$ cat src/rtl/timing_seq_decoder.sv
// timing_seq_decoder
// Step counter driving an enabled one-hot decoder. Produces the T0..Tn step
// strobes that sequence fetch/decode/execute in the multi-cycle control unit.
//
// Optional feature macro: TSEQ_ERR_EN (adds the sticky ERR illegal-load flag).
//
// Parameters:
//   SEL_W      step-counter width; the decoder has 2**SEL_W outputs
//   LAST_STEP  highest step reached by counting (<= 2**SEL_W-1)
// Ports:
//   CLK       clock, all state on rising edge
//   RST       synchronous active-high reset
//   EN        advance one step per cycle
//   CLR       synchronous clear of the step counter
//   LOAD      synchronous load of LOAD_VAL
//   LOAD_VAL  step value for LOAD
//   OUT_EN    decoder enable; 0 forces all T low
//   SC        registered step count
//   T         one-hot step strobes
//   WRAP      an EN increment from LAST_STEP is pending this cycle
//   ERR       sticky illegal-load flag (TSEQ_ERR_EN only)
module timing_seq_decoder #(
    parameter int unsigned SEL_W     = 3,
    parameter int unsigned LAST_STEP = 2**SEL_W - 1
) (
    input  logic                    CLK,
    input  logic                    RST,
    input  logic                    EN,
    input  logic                    CLR,
    input  logic                    LOAD,
    input  logic [SEL_W-1:0]        LOAD_VAL,
    input  logic                    OUT_EN,
    output logic [SEL_W-1:0]        SC,
    output logic [(2**SEL_W)-1:0]   T,
    output logic                    WRAP
`ifdef TSEQ_ERR_EN
    ,
    output logic                    ERR
`endif
);

    localparam int unsigned NUM_T = 2**SEL_W;
    localparam logic [SEL_W-1:0] LAST = SEL_W'(LAST_STEP);

    logic [SEL_W-1:0] sc_q, sc_d;
    logic             load_legal;
    logic             at_last;

    // When LAST_STEP is the counter maximum every load value is legal; the
    // split keeps the comparison from degenerating into a constant.
    if (LAST_STEP >= NUM_T - 1) begin : g_full_range
        assign load_legal = 1'b1;
    end else begin : g_part_range
        assign load_legal = (LOAD_VAL <= LAST);
    end

    assign at_last = (sc_q == LAST);

    always_comb begin
        sc_d = sc_q;
        if (CLR) begin
            sc_d = '0;
        end else if (LOAD) begin
            if (load_legal) begin
                sc_d = LOAD_VAL;
            end else begin
`ifdef TSEQ_ERR_EN
                sc_d = sc_q;  // illegal load ignored; EN also suppressed
`else
                sc_d = '0;
`endif
            end
        end else if (EN) begin
            // Values above LAST only arise from parameter misuse; they wrap
            // naturally modulo 2**SEL_W.
            sc_d = at_last ? '0 : sc_q + SEL_W'(1);
        end
    end

    always_ff @(posedge CLK) begin
        if (RST) begin
            sc_q <= '0;
        end else begin
            sc_q <= sc_d;
        end
    end

`ifdef TSEQ_ERR_EN
    logic err_q;

    always_ff @(posedge CLK) begin
        if (RST) begin
            err_q <= 1'b0;
        end else if (!CLR && LOAD && !load_legal) begin
            err_q <= 1'b1;
        end
    end

    assign ERR = err_q;
`endif

    assign SC   = sc_q;
    assign T    = OUT_EN ? (NUM_T'(1) << sc_q) : '0;
    assign WRAP = EN & ~CLR & ~LOAD & ~RST & at_last;

endmodule

$ cat config.mk
export PLATFORM = sky130hd
export DESIGN_NAME = timing_seq_decoder
export DESIGN_NICKNAME = d
export VERILOG_FILES = /design/src/rtl/timing_seq_decoder.sv
export SDC_FILE = /design/constraint.sdc
export NUM_CORES = 1
export LEC_CHECK = 0
export CORE_AREA = 3 3 40 42
export CTS_BUF_LIST = sky130_fd_sc_hd__clkbuf_16
export DETAILED_ROUTE_END_ITERATION = 10
export DIE_AREA = 0 0 43 45
export GPL_TIMING_DRIVEN = 0
export PLACE_DENSITY = 0.65
export SLEW_MARGIN = 20
export SYNTH_ARGS = -nofsm -noshare
export SYNTH_HDL_FRONTEND = slang
export SYNTH_SLANG_ARGS = --single-unit
$ cat constraint.sdc
create_clock -name CLK -period 3.3 [get_ports CLK]
set_input_delay 0.33 -clock CLK [delete_from_list [all_inputs] [get_ports CLK]]
set_output_delay 0.33 -clock CLK [all_outputs]
set_load 0.02 [all_outputs]
# After elaboration in Yosys (flattened, before gate mapping)

Index checks and enable logic that the tools add are counted.

Add/subtract/negate cells: 1
Equality and inequality tests: 1
Shifts and indexed selects: 1
Mux-type cells: 4
Bitwise gates (word level): 7
Reduce and logical (&&, ||, !) cells: 2

Operators with widths:

| cell                                             | count |
|---|---|
| two-way mux 3 bit                                | 3 |
| two-way mux 8 bit                                | 1 |
| left shift 1 x 3 -> 8 bit (first input constant) | 1 |
| AND 1 bit                                        | 4 |
| adder 3 x 1 -> 3 bit (second input constant)     | 1 |
| == test 3 bit (second input constant)            | 1 |
| inverter 1 bit                                   | 3 |
| nonzero test 2 bit                               | 1 |
| OR reduction 2 bit                               | 1 |

Register bits after elaboration: 3
Input port bits: 9
Output and inout bits: 12
Logic and storage cells: 17

# Logic depth before layout (Yosys ltp)

Depth in word-level cells: 5
Depth in mapped cells: 4
Depth with buffers taken out: 4

# Worst setup path after synthesis

Ideal clock, no wire load.

Path type: register -> output
From: register sc_q[0] (netlist: SC[0])
To: output port WRAP
Data arrival time: 1.187 ns
Required time: 2.970 ns
Setup slack: 1.783 ns
Stages on the path, launching flop included: 4
Buffers on the path: 0
Cell sequence: dfxtp_1 > ha_1 > ha_1 > and4b_2

Word-level cells in the longest chain between the ends: 2

RTL lines:

| element                | RTL line | text |
|---|---|---|
| from (decl)            | 45       | `logic [SEL_W-1:0] sc_q, sc_d;` |
| from (signal assigned) | 82       | `sc_q <= '0;` |
| from (signal assigned) | 84       | `sc_q <= sc_d;` |
| == test 3 bit          | 57       | `assign at_last = (sc_q == LAST);` |
| AND 1 bit              | 104      | `assign WRAP = EN & ~CLR & ~LOAD & ~RST & at_last;` |
| to (decl)              | 35       | `output logic WRAP` |

Every way passes these cells.

# Final worst setup path

Same ends and word-level chain as after synthesis.

==> flow_summary.toml <==
[layout]
drive_above_1_share_pct = 9.836
fillerInstances = 132
diodes = 0
final_util_pct = 48.88
largest_reg_flops = 3
final_cell_mix = "clkdlybuf4s50_1 (20), ha_1 (7), and2_1 (5), inv_1 (4)"
area_growth_pct = 90.15
final_common_cell = "clkdlybuf4s50_1"
regArea_um2 = 60.06
fin_nets = 78
multi_input_area_um2 = 259.0
fin_cells = 76

[route]
via_per_inst = 4.434
first_pass_iters = 3
drc = 0
drtIter0Drc = 1
wl_um = 761
vias = 337
wl_per_cell_um = 10.01
ant_nets = 0

[critical_path]
cp.required_ns = 2.97
crit_family = "buffers and inverters"
cp_data_arrival_time_ns = 1.87
cp-start-kind = "flip-flop"
slowest_delay_ns = 0.59
crit_top_cell = "ha_1"
crit_path_end_kind = "output pin"
cp_max_fo = 6
worst-path-buf-inv = 1
path_class = "reg -> out"
path_cells = "ha_1, ha_1, and4b_2, clkdlybuf4s50_1"
slowest_stage = "clkdlybuf4s50_1"

[grt]
antenna_found_initial = 0
grt_overflow = 0
grt_max_degree = 10
grt_pass1_vias = 320
grt_first_pass_wirelength_mm = 1.290
grt_usage_pct = 8.902

[timing]
finalMaxSlewViolations = 0
fin_ws_ns = 1.099
hold_violations = 0
rsz0062_at_grt = "no"
slew_headroom_pct = 82.23
finalCriticalPeriod_ns = 2.201
setup_violations = 0
fin_crit_sh_pct = 66.70
max_freq_mhz = 454.3
finClkSkew_ns = 0.002026
tightest_slew_ns = 0.2662
finalSetupTns_ns = 0

[clocking]
clk-insertion-delay-late_ns = 0.22
numCtsBuffers = 3
post_cts_buffers = 0
cts_tree = "done"
cts_resized = 0
numClockSinks = 3
clockBufferDepth = 2
h-tree-depth = 1
holdBufCountCts = 0
clk_pin_slew_ns = 0.03
root_buffer = "clkbuf_16"

[placed_design]
dp_slack_ns = 1.137
dp.cells = 72
dp_hpwl_um = 635.6
place_congestion = 0.7254
port_buffers = 20

[floorplanning]
die_h_um = 45
core_area_mm2 = 0.001285
num_rows = 13
die_w_um = 43
fp.dieArea_mm2 = 0.001935
num_io_pins = 21
start_util_pct = 25.71

[run]
maxCapViolCount = 0

[yosys]
ys_seq_area_share_pct = 18.18
ys_warn_count = 0
ys_ff_latch = 3
syn-cell-area_um2 = 330.3
syn-num-nets = 53
syn_avg_cell_area_um2 = 8.927
syn-instance-count = 37
yosysUniqueCellTypes = 17

[power_and_ir_drop]
cellLeakagePower_nw = 0.2921
vdd_drop_max_v = 0.0002967
p_per_area_mw_per_mm2 = 431.1

[min_path]
hold_class = "reg -> reg"

[run_status]
status = "completed"
[synthesized netlist by cell type]
cell      number  area [um2]
a31o_1         1       8.760
and2_1         5       31.28
and3_1         3       18.77
and3b_1        1       8.760
and4b_2        1       11.26
dfxtp_1        3       60.06
ha_1           7       87.58
inv_1          3       11.26
nand2_1        1       3.750
nand2b_1       2       12.51
nor2_1         1       3.750
nor2b_1        3       18.77
nor3_1         1       5.000
nor3b_2        1       12.51
nor4bb_1       1       10.01
o311a_1        2       20.02
or2_2          1       6.260
[per-stage QoR]
step | hold WS, ns | power, mW | cell area (um2)
CTS | 0.7186 | 0.2736 | 628.1
detailed placement | 0.7074 | 0.08138 | 549.3
finish | 0.7172 | 0.2707 | 628.1
global placement | 0.6986 | 0.08096 | 549.3
global route | 0.7329 | 0.2817 | 628.1
floorplan | 0.4991 | 0.05866 | 330.3
[final timing paths]
kind	to	startpoint	slack (ns)	cells past startpoint
min	SC[1]	SC[1]	0.72	2
max reg2reg	SC[1]	SC[0]	1.85	4
max	WRAP	SC[0]	1.10	4
min reg2reg	SC[1]	SC[1]	0.72	2
[cell type report]
class / count / share of cell area, %
Multi-Input combinational cell: 31 / 41.24
Timing Repair Buffer: 20 / 31.87
Clock buffer: 3 / 11.95
Sequential cell: 3 / 9.562
Tap cell: 15 / 2.988
Inverter: 3 / 1.793
Clock inverter: 1 / 0.5976
[per-layer routing]
metal | track usage (%) | share of wire (%) | vias to the layer above
met5 | 0 | 0 | -
met3 | 2.390 | 6.4 | 2
li1 | - | - | 178
met4 | 5.422 | 1.6 | 0
met2 | 15.27 | 51 | 15
met1 | 9.856 | 40 | 142
[tightest hold or removal path: stages, from the launching register on]
cell,delay (ns)
dfxtp_1,0.38
nor2b_1,0.16
o311a_1,0.14
[kinds of logic (layout without fill, tap and decap cells)]
group,Yosys count,after routing,share of synthesized area (%)
adders and majority gates,7,7,26.51
buffers and inverters,3,27,3.409
and+or+nand+nor,21,21,43.18
AOI/OAI and AO/OA,3,3,8.713
DFF,3,3,18.18
[power by group]
| group | total (mW) | switching (mW) | internal, mW |
|---|---|---|---|
| Combinational | 0.0390 | 0.0161 | 0.0229 |
| Clock | 0.190 | 0.0340 | 0.156 |
| Sequential | 0.0414 | 0.00300 | 0.0384 |
| Total | 0.271 | 0.0531 | 0.218 |
No activity file was read; power rests on OpenSTA's default activity.
